**config.mk**
```make
export PLATFORM = sky130hd
export DESIGN_NAME = fetch_unit
export DESIGN_NICKNAME = d
export VERILOG_FILES = /design/src/rtl/fetch_unit.sv
export SDC_FILE = /design/constraint.sdc
export NUM_CORES = 1
export LEC_CHECK = 0
export ABC_AREA = 1
export ABC_CLOCK_PERIOD_IN_PS = 6550
export BUFFER_PORTS_ARGS = -buffer_cell sky130_fd_sc_hd__buf_4
export CAP_MARGIN = 20
export CORE_UTILIZATION = 60
export CTS_CLUSTER_DIAMETER = 30
export CTS_CLUSTER_SIZE = 25
export DETAILED_ROUTE_END_ITERATION = 16
export GPL_TIMING_DRIVEN = 0
export PLACE_DENSITY_LB_ADDON = 0.15
export RECOVER_POWER = 25
export SLEW_MARGIN = 20
export SYNTH_ARGS = -nofsm -noshare
export SYNTH_HDL_FRONTEND = slang
export SYNTH_SLANG_ARGS = --single-unit
```
**constraint.sdc**
```tcl
create_clock -name clk -period 6.55 [get_ports clk]
set_input_delay 0.9825 -clock clk [delete_from_list [all_inputs] [get_ports clk]]
set_output_delay 0.9825 -clock clk [all_outputs]
set_load 0.05 [all_outputs]
```
**src/rtl/fetch_unit.sv**
```systemverilog
// fetch_unit: sequential instruction fetch with a two-entry output buffer.
// Works with a one-cycle synchronous instruction memory. At most one fetch is
// in flight at a time. Issue is throttled so the returning word always finds
// a free buffer slot. A redirect flushes the buffer and any in-flight fetch,
// then restarts fetching at the word-aligned target.
module fetch_unit #(
  parameter logic [31:0] RESET_PC = 32'h0000_0000,
  parameter int          DEPTH    = 2             // buffer entries; only 2 is supported
) (
  input  logic        clk,
  input  logic        reset,            // asynchronous, active-low
  input  logic        redirect_valid,
  input  logic [31:0] redirect_pc,
  output logic [31:0] imem_addr,
  input  logic [31:0] imem_inst,
  output logic        out_valid,
  input  logic        out_ready,
  output logic [31:0] out_inst,
  output logic [31:0] out_pc
);

  // Buffer capacity expressed in the width of the occupancy arithmetic.
  localparam logic [2:0] CAPACITY = 3'(DEPTH);

  // Architectural state.
  logic [31:0] pc_q, pc_d;
  logic        inflight_q, inflight_d;
  logic [31:0] inflight_pc_q, inflight_pc_d;
  logic [1:0]  count_q, count_d;
  logic        rd_ptr_q, rd_ptr_d;
  logic        wr_ptr_q, wr_ptr_d;

  // Buffer storage: one instruction word and its byte address per entry.
  logic [31:0] fifo_inst_q [DEPTH];
  logic [31:0] fifo_pc_q   [DEPTH];
  logic [DEPTH-1:0] entry_we;

  // Handshake and control terms.
  logic        pop;
  logic        push;
  logic        issue;
  logic [2:0]  occupancy;

  // The low two bits of the redirect target are dropped on purpose.
  logic        unused_redirect_lsbs;
  assign unused_redirect_lsbs = ^redirect_pc[1:0];

  // The head is valid whenever the buffer holds anything.
  assign out_valid = (count_q != 2'd0);
  assign out_inst  = fifo_inst_q[rd_ptr_q];
  assign out_pc    = fifo_pc_q[rd_ptr_q];
  assign imem_addr = pc_q;

  // Derive pop/push/issue; issue only when the next word will have room.
  always_comb begin
    pop       = out_valid && out_ready;
    push      = inflight_q && !redirect_valid;
    // pop implies count_q >= 1, so the subtraction cannot underflow.
    occupancy = {1'b0, count_q} + {2'b00, inflight_q} - {2'b00, pop};
    issue     = !redirect_valid && (occupancy < CAPACITY);
  end

  // Next-state logic: redirect flushes everything, otherwise fetch/push/pop.
  always_comb begin
    pc_d          = pc_q;
    inflight_d    = inflight_q;
    inflight_pc_d = inflight_pc_q;
    count_d       = count_q;
    rd_ptr_d      = rd_ptr_q;
    wr_ptr_d      = wr_ptr_q;

    if (redirect_valid) begin
      // A head popped this cycle is still delivered; everything else is dropped.
      pc_d       = {redirect_pc[31:2], 2'b00};
      inflight_d = 1'b0;
      count_d    = 2'd0;
      rd_ptr_d   = 1'b0;
      wr_ptr_d   = 1'b0;
    end else begin
      // The in-flight flag tracks exactly whether a fetch was issued this cycle.
      inflight_d = issue;
      if (issue) begin
        inflight_pc_d = pc_q;
        pc_d          = pc_q + 32'd4;  // wraps modulo 2^32
      end
      if (push) begin
        wr_ptr_d = ~wr_ptr_q;
      end
      if (pop) begin
        rd_ptr_d = ~rd_ptr_q;
      end
      case ({push, pop})
        2'b10:   count_d = count_q + 2'd1;
        2'b01:   count_d = count_q - 2'd1;
        default: count_d = count_q;    // idle, or push and pop together
      endcase
    end
  end

  // Control and pointer registers with asynchronous active-low reset.
  always_ff @(posedge clk or negedge reset) begin
    if (!reset) begin
      pc_q          <= RESET_PC;
      inflight_q    <= 1'b0;
      inflight_pc_q <= 32'h0000_0000;
      count_q       <= 2'd0;
      rd_ptr_q      <= 1'b0;
      wr_ptr_q      <= 1'b0;
    end else begin
      pc_q          <= pc_d;
      inflight_q    <= inflight_d;
      inflight_pc_q <= inflight_pc_d;
      count_q       <= count_d;
      rd_ptr_q      <= rd_ptr_d;
      wr_ptr_q      <= wr_ptr_d;
    end
  end

  // Per-entry storage; each entry captures the returning word when it is the tail.
  for (genvar gi = 0; gi < DEPTH; gi++) begin : g_entry
    assign entry_we[gi] = push && (wr_ptr_q == 1'(gi));

    // Entry register, cleared by reset so the idle head reads as zero.
    always_ff @(posedge clk or negedge reset) begin
      if (!reset) begin
        fifo_inst_q[gi] <= 32'h0000_0000;
        fifo_pc_q[gi]   <= 32'h0000_0000;
      end else if (entry_we[gi]) begin
        fifo_inst_q[gi] <= imem_inst;
        fifo_pc_q[gi]   <= inflight_pc_q;
      end
    end
  end

endmodule
```
==> out/summary.log, run 1 <==
[outcome] result of the run finished, violations left
[outcome] violated checks max-capacitance violations, max-slew violations
[yosys] Yosys top cell by area sky130_fd_sc_hd__dfrtp_1
[floorplanning] number of rows created at floorplan 44
[power] Sw Share 47.06%
[grt] initial antenna violation count 0
[finish] number of antenna repair diodes 0
[yosys] Post-synth EDFFs 0
[power] Power Dens Cells 576.5 nW/um2
[route] ratio of routed vias to standard cells 5.326
[floorplanning] die outline width 123.9 um
[setup_path] CP Data Required Time 6560 ps
[setup_path] kind of start point of the critical path primary input
[grt] total routing usage reported by global routing 31.24%
[yosys] Synth Cell Area 8912 um2
[power] worst vdd rail ir drop 0.0003613 V
[power] Static Leak 5.778 nW
[yosys] sequential cell area fraction in the yosys report 53.07%
[setup_path] cells along the critical path buf_8, clkbuf_2
[finish] share of post-route cells with drive strength above 1 17.97%
[setup_path] library cell contributing the largest single delay on the critical path sky130_fd_sc_hd__clkbuf_2
[clock_network] number of buffers added to fix hold violations after cts 0
[floorplanning] die height 123.9 um
[place] Port Buf Inserts 157
[route] final antenna-violating net count 0
[setup_path] CP Max Fanout 102
[yosys] Yosys warning count 0
[finish] final instance area 11,020 um2
[route] number of iterations in the first detailed-routing pass 5
[clock_network] CTS H-Tree Depth 4
[timing] highest clock frequency the design can meet 297.3 MHz
[timing] clock skew after layout 11.57 ps
[yosys] top cell types by occurrence after synthesis sky130_fd_sc_hd__nand2_1, sky130_fd_sc_hd__dfrtp_1, sky130_fd_sc_hd__inv_1
[clock_network] Post-CTS Repair Setup Buffers 0
[route] 1st-iter DRT viols 664
[floorplanning] standard cell core area 14,530 um2
[run] Max Cap Violations 1
[grt] first-pass GRT wire length 36,470 um
[grt] maximum number of pins on one net before global-route repair 103
[setup_path] Worst Setup End Kind async pin
[yosys] top cells by area, synth sky130_fd_sc_hd__dfrtp_1, sky130_fd_sc_hd__nand2_1, sky130_fd_sc_hd__o21ai_0
[clock_network] post-cts gate resize count 0
[place] placer congestion estimate 0.9703
[route] total vias in the final route 8,064
[setup_path] endpoint arrival time on the critical path 3370 ps
[yosys] mean instance size in the synthesized netlist 7.838 um2
[floorplanning] Die Outline Area 15,350 um2
[yosys] share of synthesized registers carrying an async set or reset 100.0%
[grt] aggregate global routing overflow 0
[timing] Max Transition Viols Final 103
[timing] number of endpoints with negative hold slack in the final report 0
[floorplanning] initial core utilization 61.32%
[setup_path] Buffers & Inverters on Critical Path 2
[finish] fin nets 1,388
[finish] synthesis-to-layout area growth 23.67%
[clock_network] clock latency of the later-clocked register in the worst-skew pair 430 ps
[yosys] share of the synthesized area in the top cell type 53.07%
[yosys] most common cell in the netlist sky130_fd_sc_hd__nand2_1
[timing] final total negative setup slack 0 ps
[hold_path] worst hold path class reg -> reg
[timing] headroom to the max-slew limit -65.77%
[clock_network] TritonCTS buffer count 17
[power] Internal Dissipation 3.364 mW
[place] DP Wirelength 15,390 um
[clock_network] CTS Root Buffer Type sky130_fd_sc_hd__clkbuf_16
[power] part of the total power dissipated in the clock network 18.6%
[clock_network] clk sinks 189
[setup_path] Largest stage delay, worst path 1810 ps
[route] Avg WL per Cell 14.85 um
[route] Post-Route WL 22,490 um
[timing] worst hold slack after final layout 482.5 ps
[timing] RSZ-0062 raised after global routing false
[power] fraction of power consumed by combinational cells 48.7%
[yosys] number of distinct standard cells referenced by the synthesized netlist 36
[yosys] dominant register cell in the synthesized netlist sky130_fd_sc_hd__dfrtp_1
[power] power share of the sequential group 32.7%
[timing] count of endpoints failing setup in the final report 0
[clock_network] clock tree from TritonCTS built
[grt] via count of the first global-routing pass 7,666
[yosys] cells after synthesis 1,137
[setup_path] critical setup path kind in -> async
[timing] clock period minus worst slack 3364 ps
[power] sw power 2.991 mW
[route] drc violations 0
[clock_network] Clk pin slew, worst setup/hold paths 70 ps
[clock_network] clock tree buffer depth 2
[yosys] number of flip-flops and latches in the synthesized netlist 189
[setup_path] CP delay by family, top buffers and inverters
[timing] Tcrit/Tclk final 51.35%
[place] area of placed instances 10,370 um2
[floorplanning] Top Ports 165
[timing] slew at the pin closest to its max-slew limit 2486 ps
-- flip-flops by register name, summed over array words and instances (netlist names) --
signal and count:
count_q 2, fifo_inst_q 64, fifo_pc_q 60, imem_addr 30, inflight_pc_q 30, inflight_q 1
rd_ptr_q 1, wr_ptr_q 1
-- layout make-up --
class,instances,area (um2)
multi-input combinational,782,3448
inverter,109,414.1
buffer,60,322.8
fill,1132,3512
tap,184,230.2
sequential,189,4730
timing repair buffer,158,1191
clock inverter,9,177.7
clock buffer,23,508.0
-- per-stage QoR --
stage | power [mW] | setup WS (ps) | utilization, % | cells
after floorplan | 4.217 | 3606 | - | 1140
after global placement | 5.068 | 3217 | 71.09 | 1481
after global routing | 6.746 | 2559 | 75.84 | 1514
after CTS | 6.361 | 3439 | 76.05 | 1514
final | 6.354 | 3186 | 75.84 | 1514
after detailed placement | 5.152 | 3180 | 71.33 | 1482
-- worst min-delay path, stage by stage, from the launching register on --
cell                      delay (ps)
sky130_fd_sc_hd__dfrtp_1         340
sky130_fd_sc_hd__nand2_1          50
sky130_fd_sc_hd__o21ai_0          60
-- final timing paths --
path | start | to | slack (ps) | cells after the start
worst max-delay path | reset | fifo_pc_q[13]$_DFFE_PN0P_ | 3190 | 2
worst min-delay path | fifo_pc_q[3]$_DFFE_PN0P_ | fifo_pc_q[3]$_DFFE_PN0P_ | 480 | 2
worst max register to register | count_q[1]$_DFFE_PN0P_ | imem_addr[8]$_DFFE_PN0P_ | 3690 | 11
worst min register to register | fifo_pc_q[3]$_DFFE_PN0P_ | fifo_pc_q[3]$_DFFE_PN0P_ | 480 | 2
max in group clk | rd_ptr_q$_DFFE_PN0P_ | out_inst[26] | 3450 | 5
min in group asynchronous | reset | fifo_inst_q[23]$_DFFE_PN0P_ | 530 | 1
-- metal layers --
metal / share of wire, % / vias to the layer above / GRT usage [%]
met2: 48 / 347 / 50.17
met3: 7.1 / 60 / 4.945
met1: 42 / 3739 / 41.84
met4: 2.9 / 0 / 14.53
li1: - / 3918 / -
met5: 0 / - / 0
-- kinds of logic (layout without fill, tap and decap cells) --
kind of cell / Yosys count / after routing / synth area share, %
AND/OR/NAND/NOR: 586 / 586 / 26.60
flip-flops: 189 / 189 / 53.07
AO/OA/AOI/OAI: 180 / 180 / 10.53
buffers and inverters: 169 / 359 / 8.367
XOR/XNOR: 9 / 9 / 0.8845
adder cells (fa/ha/maj): 3 / 3 / 0.5054
other: 1 / 4 / 0.04208
-- power groups by stage --
stage	Combinational (mW)	Clock [mW]	Sequential (mW)
3_5_place_dp	3.08	0	2.07
2_1_floorplan	1.92	0	2.30
6_report	3.10	1.18	2.08
4_1_cts	3.11	1.18	2.07
3_3_place_gp	3.01	0	2.05
5_1_grt	3.37	1.24	2.14
-- placed cells by master, fill, tap and decap left out, types with 2 or more instances in the layout --
cell type                   instances
sky130_fd_sc_hd__or2_2              2
sky130_fd_sc_hd__buf_6              7
sky130_fd_sc_hd__clkinv_4           2
sky130_fd_sc_hd__nand3b_1           9
sky130_fd_sc_hd__bufinv_16          5
sky130_fd_sc_hd__o21ai_1           58
sky130_fd_sc_hd__a21oi_1           19
sky130_fd_sc_hd__dfrtp_1          189
sky130_fd_sc_hd__clkinv_2           2
sky130_fd_sc_hd__buf_2             21
sky130_fd_sc_hd__buf_4            161
sky130_fd_sc_hd__nor2_1            60
sky130_fd_sc_hd__clkbuf_1          27
sky130_fd_sc_hd__nand2_1          447
sky130_fd_sc_hd__nor2_4             2
sky130_fd_sc_hd__ha_1               2
sky130_fd_sc_hd__inv_1            107
sky130_fd_sc_hd__o21ai_0           89
sky130_fd_sc_hd__clkbuf_16         17
sky130_fd_sc_hd__nor3_1             4
sky130_fd_sc_hd__nor2_2             3
sky130_fd_sc_hd__o21ai_2            3
sky130_fd_sc_hd__conb_1             4
sky130_fd_sc_hd__nand3_2            3
sky130_fd_sc_hd__o211ai_1           6
sky130_fd_sc_hd__nand3_1           44
sky130_fd_sc_hd__xor2_1             7
sky130_fd_sc_hd__clkbuf_8           6
sky130_fd_sc_hd__o21bai_1           3
sky130_fd_sc_hd__xnor2_1            2
sky130_fd_sc_hd__nand4_1            8
(Power assumes the default switching activity.)
==> run 2, diff against run 1 <==
Settings changed: ABC_AREA 1 to 0, ABC_CLOCK_PERIOD_IN_PS 6550 to 2920, CORE_UTILIZATION 60 to 50.
Clock period 6.55 ns to 2.92 ns, I/O delays scaled along.
==> run 2 against run 1 <==
  * The flow still finishes with violations (max-capacitance violations, max-slew violations)
  * Synthesized cell count down 45%
  * Global-route usage down 7.9 points
  * Clock skew down 1.8 ps
  * Non-clock buffer count down 18
  * Highest routed layer unchanged
  * Register-to-register slack worse by 3700 ps
  * First-iteration DRC count down 72%
  * Largest cell class unchanged
  * Final cell count down 31%
  * Worst hold slack worse by 270 ps
==> out/summary.log, run 2 <==
[outcome] result of the run finished, violations left
[outcome] violated checks max-capacitance violations, max-slew violations
[clock_network] number of buffers added to fix hold violations after cts 0 [unchanged]
[yosys] simple-gate share of the synthesized area 6.650% [-20 points]
[grt] met1 Resource Use GR 28.56% [-13 points]
[place] placer congestion estimate 0.8096 [-17%]
[route] final antenna-violating net count 0 [unchanged]
[setup_path] kind of start point of the critical path flip-flop
[route] 1st-iter DRT viols 183 [-72%]
[setup_path] Worst Reg-to-Reg Cells 11 [unchanged]
[timing] slew at the pin closest to its max-slew limit 2486 ps [-0.8482 ps]
[place] placed cell count 1,011 [-32%]
[finish] Util after Layout 64.66% [-11 points]
[hold_path] worst hold path class in -> reg
[yosys] Yosys warning count 0 [unchanged]
[yosys] cells after synthesis 630 [-45%]
[grt] busiest layer in global routing met2
[timing] highest clock frequency the design can meet 344.2 MHz
[clock_network] CTS H-Tree Depth 4 [unchanged]
[power] worst vdd rail ir drop 0.0005936 V [+64%]
[place] DP Wirelength 13,660 um [-11%]
[floorplanning] die outline width 132.0 um [+6.5%]
[finish] share of post-route cells with drive strength above 1 54.71% [+37 points]
[setup_path] Reg2Reg Launch Point count_q[0]$_DFFE_PN0P_
[timing] headroom to the max-slew limit -65.71% [about the same]
[clock_network] clk sinks 189 [unchanged]
[power] Static Leak 4.875 nW [-16%]
[grt] initial antenna violation count 0 [unchanged]
[setup_path] endpoint arrival time on the critical path 3220 ps [-150 ps]
[finish] synthesis-to-layout area growth 26.48%
[run] Max Cap Violations 1 [unchanged]
[route] total vias in the final route 5,595 [-31%]
[setup_path] Setup crit end inflight_pc_q[23]$_DFFE_PN0P_
[finish] commonest cells after routing, fill and taps aside sky130_fd_sc_hd__mux2_2, sky130_fd_sc_hd__dfrtp_1, sky130_fd_sc_hd__buf_4
[yosys] Yosys top cell by area sky130_fd_sc_hd__dfrtp_1
[route] drc violations 0 [unchanged]
[timing] count of endpoints failing setup in the final report 0 [unchanged]
[finish] largest registers ranked by flip-flop count fifo_inst_q (64), fifo_pc_q (60)
[finish] final standard cell count with taps included and fillers excluded 1,048 [-31%]
[finish] flip-flop count of the largest register after layout 64 [unchanged]
[yosys] proportion of synthesized area in mux cells 28.51% [+29 points]
[setup_path] worst reg-to-reg setup slack 10 ps [-3680 ps]
[floorplanning] Die Outline Area 17,420 um2 [+14%]
[grt] first-pass GRT wire length 31,230 um [-14%]
[setup_path] critical setup path kind reg -> reg
[route] Post-Route WL 19,330 um [-14%]
[finish] number of antenna repair diodes 0 [unchanged]
[timing] Tcrit/Tclk final 99.50%
[grt] GR met2 Demand/Resource 39.95% [-10 points]
[grt] aggregate global routing overflow 0 [unchanged]
[finish] fin nets 887 [-36%]
[yosys] fraction of synthesized cell area in xor and xnor cells 3.643% [+2.8 points]
[yosys] most common cell in the netlist sky130_fd_sc_hd__mux2_2
[yosys] Synth Cell Area 8448 um2 [-5.2%]
[grt] Global Route met3 Usage 5.229% [+0.28 points]
[setup_path] CP Data Required Time 3240 ps [-3320 ps]
[yosys] share of the synthesized area in the top cell type 55.98% [+2.9 points]
[timing] number of endpoints with negative hold slack in the final report 0 [unchanged]
[route] ratio of routed vias to standard cells 5.339 [+0.23%]
[finish] number of fillers in the final layout 1,326 [+17%]
[grt] maximum number of pins on one net before global-route repair 101 [-1.9%]
[setup_path] Worst Setup End Kind flip-flop
[grt] via count of the first global-routing pass 6,034 [-21%]
[place] pre-CTS setup slack -168.2 ps [-3348 ps]
[yosys] share of synthesized registers carrying an async set or reset 100.0% [unchanged]
[timing] clock period minus worst slack 2905 ps
[yosys] dominant register cell in the synthesized netlist sky130_fd_sc_hd__dfrtp_1
[clock_network] clock tree from TritonCTS built
[floorplanning] die height 132.0 um [+6.5%]
[setup_path] CP Max Fanout 10 [-90%]
[hold_path] hold-critical path depth 3 [+1]
[floorplanning] Top Ports 165 [unchanged]
[clock_network] TritonCTS buffer count 17 [unchanged]
[grt] total routing usage reported by global routing 23.29% [-7.9 points]
[place] Port Buf Inserts 157 [unchanged]
[route] number of iterations in the first detailed-routing pass 4 [-1]
[yosys] area share of fa/ha/maj cells after synthesis 0.5332% [+0.028 points]
[yosys] top cell types by occurrence after synthesis sky130_fd_sc_hd__mux2_2, sky130_fd_sc_hd__dfrtp_1, sky130_fd_sc_hd__nand2_1
[floorplanning] initial core utilization 51.12% [-10 points]
[finish] most common library cell in the layout ignoring fill and taps sky130_fd_sc_hd__mux2_2
[yosys] sequential cell area fraction in the yosys report 55.98% [+2.9 points]
[clock_network] Clk pin slew, worst setup/hold paths 70 ps [about the same]
[route] Avg WL per Cell 18.45 um [+24%]
[floorplanning] number of rows created at floorplan 47 [+6.8%]
[floorplanning] standard cell core area 16,520 um2 [+14%]
[clock_network] CTS Root Buffer Type sky130_fd_sc_hd__clkbuf_16
[timing] worst hold slack after final layout 213.0 ps [-269.5 ps]
[clock_network] clock tree buffer depth 2 [unchanged]
[yosys] Post-synth EDFFs 0 [unchanged]
[power] Power Dens Cells 1192 nW/um2 [+110%]
[yosys] mean instance size in the synthesized netlist 13.41 um2 [+71%]
[timing] RSZ-0062 raised after global routing true
[setup_path] capture instance of the worst register-to-register path inflight_pc_q[23]$_DFFE_PN0P_
[yosys] combinational family with the most area after synthesis multiplexers
[yosys] area fraction in compound gates after synthesis 2.192% [-8.3 points]
[timing] worst-case setup margin in the final layout 14.63 ps [-3172 ps]
[yosys] top cells by area, synth sky130_fd_sc_hd__dfrtp_1, sky130_fd_sc_hd__mux2_2, sky130_fd_sc_hd__xnor2_1
[setup_path] Critical path origin count_q[0]$_DFFE_PN0P_
[finish] register with the most flip-flops fifo_inst_q
[yosys] number of flip-flops and latches in the synthesized netlist 189 [unchanged]
[yosys] number of distinct standard cells referenced by the synthesized netlist 35 [-2.8%]
[clock_network] clock latency of the later-clocked register in the worst-skew pair 430 ps [about the same]
[timing] Max Transition Viols Final 100 [-2.9%]
[timing] clock skew after layout 9.720 ps [-1.846 ps]
## run 2: cell types whose count changed after synthesis, moves of 35 or more
cell | before | now
sky130_fd_sc_hd__o21ai_1 | 58 | 2
sky130_fd_sc_hd__inv_1 | 107 | 9
sky130_fd_sc_hd__nand3_1 | 44 | 9
sky130_fd_sc_hd__mux2_2 | 0 | 213
sky130_fd_sc_hd__o21ai_0 | 89 | 31
sky130_fd_sc_hd__nor2_1 | 60 | 9
sky130_fd_sc_hd__nand2_1 | 447 | 48
## run 2: final cells by class
type                            count  area (um2)  share of cell area, %
Timing Repair Buffer              165        1256                  11.76
Sequential cell                   189        4731                  44.27
Tap cell                          220       275.3                  2.576
Clock buffer                       20       456.7                  4.274
Multi-Input combinational cell    399        3628                  33.96
Clock inverter                     11       133.9                  1.253
Inverter                            9       33.78                 0.3162
Buffer                             35       170.2                  1.593
## run 2: worst min path at each step
stage                             endpoint                   startpoint
2_1_floorplan       count_q[0]$_DFFE_PN0P_                        reset
3_3_place_gp    fifo_inst_q[5]$_DFFE_PN0P_   fifo_inst_q[5]$_DFFE_PN0P_
3_5_place_dp   fifo_inst_q[19]$_DFFE_PN0P_  fifo_inst_q[19]$_DFFE_PN0P_
4_1_cts         fifo_inst_q[7]$_DFFE_PN0P_                        reset
5_1_grt          imem_addr[25]$_DFFE_PN0P_              redirect_pc[25]
6_report         imem_addr[17]$_DFFE_PN0P_              redirect_pc[17]
## run 2: timing repair
item                                    4_1_cts  5_1_grt
pin swaps                                     2        1
gates cloned                                  0        0
setup buffers                                 6        1
endpoints found under the hold margin         0        0
gates resized for setup                       3       11
endpoints found under the setup margin       41       35
## run 2: kinds of logic (layout without fill, tap and decap cells)
group / count (synthesis) / count (layout)
adders and majority gates: 3 / 3
buffers and inverters: 45 / 240
xor gates and xnor gates: 33 / 33
DFF: 189 / 189
and+or+nand+nor: 109 / 109
muxes: 214 / 214
other: 1 / 4
AOI/OAI and AO/OA: 36 / 36
## run 2: worst max-delay path, cell delays in order (launching register included)
cell                       delay [ps]
sky130_fd_sc_hd__dfrtp_1          380
sky130_fd_sc_hd__or2_4            260
sky130_fd_sc_hd__nand2_4           80
sky130_fd_sc_hd__inv_2             50
sky130_fd_sc_hd__ha_4             250
sky130_fd_sc_hd__nand2b_4         120
sky130_fd_sc_hd__fa_2             470
sky130_fd_sc_hd__buf_4            160
sky130_fd_sc_hd__buf_4            130
sky130_fd_sc_hd__nand3_2          180
sky130_fd_sc_hd__buf_2            330
sky130_fd_sc_hd__mux2_2           380
## run 2: layer usage
metal / vias to the layer above / routed length (um)
li1: 2586 / -
met1: 2828 / 8101
met2: 150 / 9838
met3: 31 / 992
met4: 0 / 400
met5: - / 0
## run 2: per-stage QoR
stage / TNS, ps / power, mW / cell area [um2]
floorplan: 0 / 8.739 / 8516
global placement: -2839 / 10.17 / 9970
detailed placement: -3718 / 10.44 / 10000
CTS: 0 / 12.83 / 10650
global route: -1073 / 13.35 / 10690
finish: 0 / 12.74 / 10690
## run 2: where the power goes
group	switching [mW]	total [mW]	leakage [nW]	internal [mW]
Sequential	0.648	4.39	2.31	3.75
Combinational	3.52	6.04	2.28	2.51
Clock	0.994	2.31	0.287	1.31
